**config.mk**
```make
export PLATFORM = sky130hd
export DESIGN_NAME = exec_seq
export DESIGN_NICKNAME = d
export VERILOG_FILES = /design/src/rtl/proc_pkg.sv /design/src/rtl/alu_8bit.sv /design/src/rtl/exec_seq.sv
export SDC_FILE = /design/constraint.sdc
export NUM_CORES = 1
export LEC_CHECK = 0
export CAP_MARGIN = 20
export CORE_MARGIN = 10
export CORE_UTILIZATION = 55
export DETAILED_ROUTE_END_ITERATION = 7
export GPL_TIMING_DRIVEN = 0
export PLACE_DENSITY = 0.81
export SYNTH_ARGS = -nofsm -noshare
export SYNTH_HDL_FRONTEND = slang
export SYNTH_SLANG_ARGS = --single-unit
```
**constraint.sdc**
```tcl
create_clock -name clk -period 3.8 [get_ports clk]
set_input_delay 0.57 -clock clk [delete_from_list [all_inputs] [get_ports clk]]
set_output_delay 0.57 -clock clk [all_outputs]
set_load 0.02 [all_outputs]
```
**src/rtl/proc_pkg.sv**
```systemverilog
// Shared definitions for the 8-bit processor datapath: opcodes, sequencer
// states, instruction field positions and the widths regfile_8x8 must match.
package proc_pkg;

  localparam int IW = 16;
  localparam int DW = 8;
  localparam int AW = 3;

  localparam int OP_MSB  = 15;
  localparam int OP_LSB  = 12;
  localparam int RD_MSB  = 11;
  localparam int RD_LSB  = 9;
  localparam int RS1_MSB = 8;
  localparam int RS1_LSB = 6;
  localparam int RS2_MSB = 5;
  localparam int RS2_LSB = 3;
  localparam int IMM_MSB = 7;
  localparam int IMM_LSB = 0;

  typedef enum logic [3:0] {
    OP_NOP = 4'h0,
    OP_ADD = 4'h1,
    OP_SUB = 4'h2,
    OP_AND = 4'h3,
    OP_OR  = 4'h4,
    OP_XOR = 4'h5,
    OP_SHL = 4'h6,
    OP_SHR = 4'h7,
    OP_LDI = 4'h8,
    OP_MOV = 4'h9,
    OP_CMP = 4'hA
  } opcode_t;

  typedef enum logic [1:0] {
    S_IDLE = 2'd0,
    S_RD   = 2'd1,
    S_EX   = 2'd2,
    S_WB   = 2'd3
  } state_t;

  function automatic logic is_legal(input logic [3:0] op);
    return (op <= 4'hA);
  endfunction

endpackage

```
**src/rtl/alu_8bit.sv**
```systemverilog
// Combinational ALU for the sequencer's EX stage: result, carry/borrow, zero,
// plus per-opcode decode of whether flags update and whether rd is written.
module alu_8bit
  import proc_pkg::*;
(
  input  logic [3:0]    op,
  input  logic [DW-1:0] a,
  input  logic [DW-1:0] b,
  input  logic [DW-1:0] imm8,
  output logic [DW-1:0] res,
  output logic          c,
  output logic          z,
  output logic          upd_flags,
  output logic          wr_en
);

  logic [DW:0] sum;
  logic [DW:0] diff;

  // Ninth bit of the widened subtraction is the unsigned borrow (a < b).
  assign sum  = {1'b0, a} + {1'b0, b};
  assign diff = {1'b0, a} - {1'b0, b};

  always_comb begin
    res       = '0;
    c         = 1'b0;
    upd_flags = 1'b0;
    wr_en     = 1'b0;
    case (op)
      OP_ADD: begin res = sum[DW-1:0];  c = sum[DW];  upd_flags = 1'b1; wr_en = 1'b1; end
      OP_SUB: begin res = diff[DW-1:0]; c = diff[DW]; upd_flags = 1'b1; wr_en = 1'b1; end
      OP_AND: begin res = a & b;        upd_flags = 1'b1; wr_en = 1'b1; end
      OP_OR:  begin res = a | b;        upd_flags = 1'b1; wr_en = 1'b1; end
      OP_XOR: begin res = a ^ b;        upd_flags = 1'b1; wr_en = 1'b1; end
      OP_SHL: begin res = a << b[2:0];  upd_flags = 1'b1; wr_en = 1'b1; end
      OP_SHR: begin res = a >> b[2:0];  upd_flags = 1'b1; wr_en = 1'b1; end
      OP_LDI: begin res = imm8;         wr_en = 1'b1; end
      OP_MOV: begin res = a;            wr_en = 1'b1; end
      OP_CMP: begin res = diff[DW-1:0]; c = diff[DW]; upd_flags = 1'b1; end
      default: ;
    endcase
  end

  assign z = (res == '0);

endmodule

```
**src/rtl/exec_seq.sv**
```systemverilog
// Four-state instruction sequencer (IDLE/RD/EX/WB) driving regfile_8x8.
// Handshake: an instruction transfers on a rising edge where in_valid && in_ready.
module exec_seq
  import proc_pkg::*;
(
  input  logic          clk,
  input  logic          rst_n,
  input  logic          in_valid,
  input  logic [IW-1:0] in_instr,
  output logic          in_ready,
  output logic [AW-1:0] ra,
  output logic [AW-1:0] rb,
  input  logic [DW-1:0] rd_a,
  input  logic [DW-1:0] rd_b,
  output logic          we,
  output logic [AW-1:0] wa,
  output logic [DW-1:0] wd,
  output logic          flag_z,
  output logic          flag_c,
  output logic          done,
  output logic          err
);

  state_t        state_q, state_d;
  logic [IW-1:0] instr_q, instr_d;
  logic [DW-1:0] op_a_q, op_a_d;
  logic [DW-1:0] op_b_q, op_b_d;
  logic [DW-1:0] res_q, res_d;
  logic          flag_z_q, flag_z_d;
  logic          flag_c_q, flag_c_d;

  logic [3:0]    opcode;
  logic [DW-1:0] alu_res;
  logic          alu_c, alu_z, alu_upd, alu_wr;

  assign opcode = instr_q[OP_MSB:OP_LSB];

  alu_8bit u_alu (
    .op        (opcode),
    .a         (op_a_q),
    .b         (op_b_q),
    .imm8      (instr_q[IMM_MSB:IMM_LSB]),
    .res       (alu_res),
    .c         (alu_c),
    .z         (alu_z),
    .upd_flags (alu_upd),
    .wr_en     (alu_wr)
  );

  always_comb begin
    state_d  = state_q;
    instr_d  = instr_q;
    op_a_d   = op_a_q;
    op_b_d   = op_b_q;
    res_d    = res_q;
    flag_z_d = flag_z_q;
    flag_c_d = flag_c_q;
    case (state_q)
      S_IDLE: begin
        if (in_valid) begin
          instr_d = in_instr;
          state_d = S_RD;
        end
      end
      S_RD: begin
        op_a_d  = rd_a;
        op_b_d  = rd_b;
        state_d = S_EX;
      end
      S_EX: begin
        res_d = alu_res;
        if (alu_upd) begin
          flag_z_d = alu_z;
          flag_c_d = alu_c;
        end
        state_d = S_WB;
      end
      S_WB: state_d = S_IDLE;
      default: state_d = S_IDLE;
    endcase
  end

  always_ff @(posedge clk or negedge rst_n) begin
    if (!rst_n) begin
      state_q  <= S_IDLE;
      instr_q  <= '0;
      op_a_q   <= '0;
      op_b_q   <= '0;
      res_q    <= '0;
      flag_z_q <= 1'b0;
      flag_c_q <= 1'b0;
    end else begin
      state_q  <= state_d;
      instr_q  <= instr_d;
      op_a_q   <= op_a_d;
      op_b_q   <= op_b_d;
      res_q    <= res_d;
      flag_z_q <= flag_z_d;
      flag_c_q <= flag_c_d;
    end
  end

  // Read addresses come straight from the latched word, so they hold through WB.
  assign in_ready = (state_q == S_IDLE);
  assign ra       = instr_q[RS1_MSB:RS1_LSB];
  assign rb       = instr_q[RS2_MSB:RS2_LSB];
  assign we       = (state_q == S_WB) && alu_wr;
  assign wa       = instr_q[RD_MSB:RD_LSB];
  assign wd       = res_q;
  assign flag_z   = flag_z_q;
  assign flag_c   = flag_c_q;
  assign done     = (state_q == S_WB);
  assign err      = (state_q == S_WB) && !is_legal(opcode);

endmodule
```
==> impl_metrics.json <==
{
  "ys_seq_area_share_pct": 29.9,
  "gp_congestion": 1.04,
  "hp-class": "in2async",
  "grt_pass1_vias": 3487,
  "antenna_found_initial": 0,
  "die_h_um": 102,
  "ios": 58,
  "endpoint_kind": "flop",
  "p_per_area_nw_per_um2": 1020,
  "drive_above_1_share_pct": 12.8,
  "fmax_ghz": 0.306,
  "max_stage_delay_ns": 0.44,
  "yosysUniqueCellTypes": 64,
  "grt_use_total_pct": 22.5,
  "drc": 0,
  "reg2reg_to": "flag_z$_DFFE_PN0P_",
  "n_antenna_cell": 0,
  "cp_num_buf_inv": 3,
  "cts_buffer_depth": 2,
  "ys.flop_type": "dfrtp_1",
  "reg2reg_from": "op_b_q[1]$_DFFE_PN0N_",
  "cts.sinks": 44,
  "cp_max_fo": 10,
  "power_w": 0.00452,
  "viasPerCell": 6.26,
  "worstPathArrival_ns": 3.49,
  "period_share_pct": 85.9,
  "setup_viol": 0,
  "cap_violations": 0,
  "utilization_pct": 69.3,
  "final_common_cell": "clkdlybuf4s50_1",
  "asyncSetResetFlopFracSynth_pct": 100,
  "place_hpwl_um": 9030,
  "max_slew_margin_pct": 49.7,
  "clock_skew_ns": 0.00437,
  "htreeDepth": 2,
  "tightest_slew_ns": 0.752,
  "fin_ws_ns": 0.536,
  "vias": 3520,
  "p_leak_nw": 1.87,
  "netlist_instances": 420,
  "hold_viol_final": 0,
  "grt-ovfl-total": 0,
  "slowest_stage": "nor4_2",
  "reg2reg_depth": 11,
  "cts_tree": "built",
  "cpLargestDelayFamily": "compound AO/OA/AOI/OAI gates",
  "finalSetupTns_ns": 0,
  "drt_iter0_markers": 454,
  "final_cell_mix": "clkdlybuf4s50_1, dfrtp_1, nand2_1",
  "syn_avg_cell_area_um2": 8.78,
  "crit_chain": "buf_6 -> clkbuf_1 -> inv_1 -> ha_1 -> a21oi_1 -> o21ba_2 -> o2bb2ai_1 -> o22a_1 -> nor4_2 -> nand4_1 -> o21ai_1",
  "cts.clk_slew.worst_paths_ns": 0.09,
  "postRouteAntennaNets": 0,
  "synth_edf_count": 0,
  "start_util_pct": 57.4,
  "rows": 29,
  "reg2reg_slack_ns": 0.54,
  "wl_um": 11600,
  "die_w_um": 102,
  "routedWlPerCell_um": 20.6,
  "outcome": "finished, final reports clean",
  "numCtsBuffers": 5,
  "clock_latency_ns": 0.30,
  "portBuffers": 57,
  "crit_path_start_kind": "flop",
  "synth_warnings": 0,
  "synth-seq-cells": 44,
  "peakVddDrop_uv": 483,
  "grt_max_degree": 36,
  "netlist_area_um2": 3690,
  "period_needed_ns": 3.26,
  "area_delta_synth_final_pct": 20.7,
  "drv_slew": 0,
  "final_nets": 551,
  "grt_pass1_wl_um": 18400,
  "drt-pass1-iter-count": 5,
  "worstPathRequired_ns": 4.02,
  "core_area_um2": 6420,
  "rsz0062_at_grt": "no",
  "hold_buffers": 0,
  "syn-num-nets": 486,
  "path_class": "reg2reg",
  "ctsResizeCount": 0,
  "pre_cts_ws_ns": 0.603,
  "fin_worst_hold_slack_ns": 0.150,
  "die_area_um2": 10400,
  "root_buffer": "clkbuf_8",
  "post_cts_buffers": 0
}
## registers in the layout, summed over array words and instances, names as in the netlist
signal   flops
flag_c       1
flag_z       1
instr_q     16
op_a_q       8
op_b_q       8
state_q      2
wd           8
## worst register-to-register path: stages (launching register included)
cell	delay, ns
dfrtp_1	0.37
buf_6	0.14
clkbuf_1	0.37
inv_1	0.32
ha_1	0.40
a21oi_1	0.36
o21ba_2	0.19
o2bb2ai_1	0.08
o22a_1	0.20
nor4_2	0.44
nand4_1	0.16
o21ai_1	0.15
## how the worst max path moves through the flow
| stage | start | to | slack [ns] | cells after the start |
|---|---|---|---|---|
| floorplan | op_b_q[1]$_DFFE_PN0N_ | flag_z$_DFFE_PN0P_ | 1.06 | 10 |
| finish | op_b_q[1]$_DFFE_PN0N_ | flag_z$_DFFE_PN0P_ | 0.54 | 11 |
| CTS | op_b_q[1]$_DFFE_PN0N_ | flag_z$_DFFE_PN0P_ | 0.57 | 10 |
| global route | op_b_q[1]$_DFFE_PN0N_ | flag_z$_DFFE_PN0P_ | 0.31 | 10 |
| detailed placement | op_b_q[1]$_DFFE_PN0N_ | flag_z$_DFFE_PN0P_ | 0.60 | 10 |
| global placement | op_b_q[1]$_DFFE_PN0N_ | flag_z$_DFFE_PN0P_ | 0.60 | 10 |
## report_power, final
part	internal [W]	total [W]	switching [W]	leakage (nW)
Combinational	0.00139	0.00326	0.00188	1.30
Clock	0.000125	0.000290	0.000165	0.0400
Sequential	0.000707	0.000964	0.000257	0.531
## metal layers
metal / vias up / share of wire, % / GRT usage [%]
li1: 1624 / - / -
met1: 1678 / 42 / 28.9
met2: 186 / 46 / 35.3
met3: 32 / 8.7 / 5.67
met4: 0 / 3.6 / 9.54
met5: - / 0 / 0
## cell usage after synthesis, types with 3 or more instances
| cell | n | area, um2 |
|---|---|---|
| dfrtp_1 | 44 | 1100 |
| nand2_1 | 40 | 150 |
| nor2_1 | 32 | 120 |
| ha_1 | 29 | 363 |
| o21ai_0 | 29 | 145 |
| inv_1 | 27 | 101 |
| mux2_2 | 24 | 270 |
| a21oi_1 | 22 | 110 |
| clkbuf_1 | 20 | 75.1 |
| nor3_1 | 11 | 55.1 |
| buf_4 | 9 | 67.6 |
| nand2b_1 | 8 | 50.1 |
| buf_2 | 7 | 35.0 |
| mux2i_1 | 7 | 70.1 |
| nand3_1 | 6 | 30.0 |
| nor4_1 | 6 | 37.5 |
| o31ai_1 | 6 | 45.0 |
| mux4_2 | 5 | 113 |
| nand3b_1 | 5 | 37.5 |
| o211ai_1 | 5 | 37.5 |
| a211oi_1 | 4 | 30.0 |
| a221oi_1 | 4 | 35.0 |
| nand4_1 | 4 | 25.0 |
| xnor2_1 | 4 | 35.0 |
| nor2b_1 | 3 | 18.8 |
| o22ai_1 | 3 | 18.8 |
| or3_1 | 3 | 18.8 |
## cells by family after synthesis
group                    count (synthesis)  synth area share, %
AO/OA/AOI/OAI                          101                 17.8
flip-flops                              44                 29.9
AND/OR/NAND/NOR                        138                 20.0
multiplexers                            36                 12.3
adder cells (fa/ha/maj)                 31                 10.9
XOR/XNOR                                 5                 1.19
buffers and inverters                   65                 7.98
## stage by stage
step,cell area (um2),cells
2_1_floorplan,3690,420
3_3_place_gp,4350,554
3_5_place_dp,4370,555
4_1_cts,4450,562
5_1_grt,4450,562
6_report,4450,562
## layout make-up
type / instances / area [um2]
Clock inverter: 2 / 12.5
Tap cell: 77 / 96.3
Fill cell: 540 / 1970
Clock buffer: 5 / 68.8
Multi-Input combinational cell: 311 / 2290
Timing Repair Buffer: 58 / 586
Sequential cell: 44 / 1100
Buffer: 37 / 189
Inverter: 28 / 105
No activity file was read; power rests on OpenSTA's default activity.
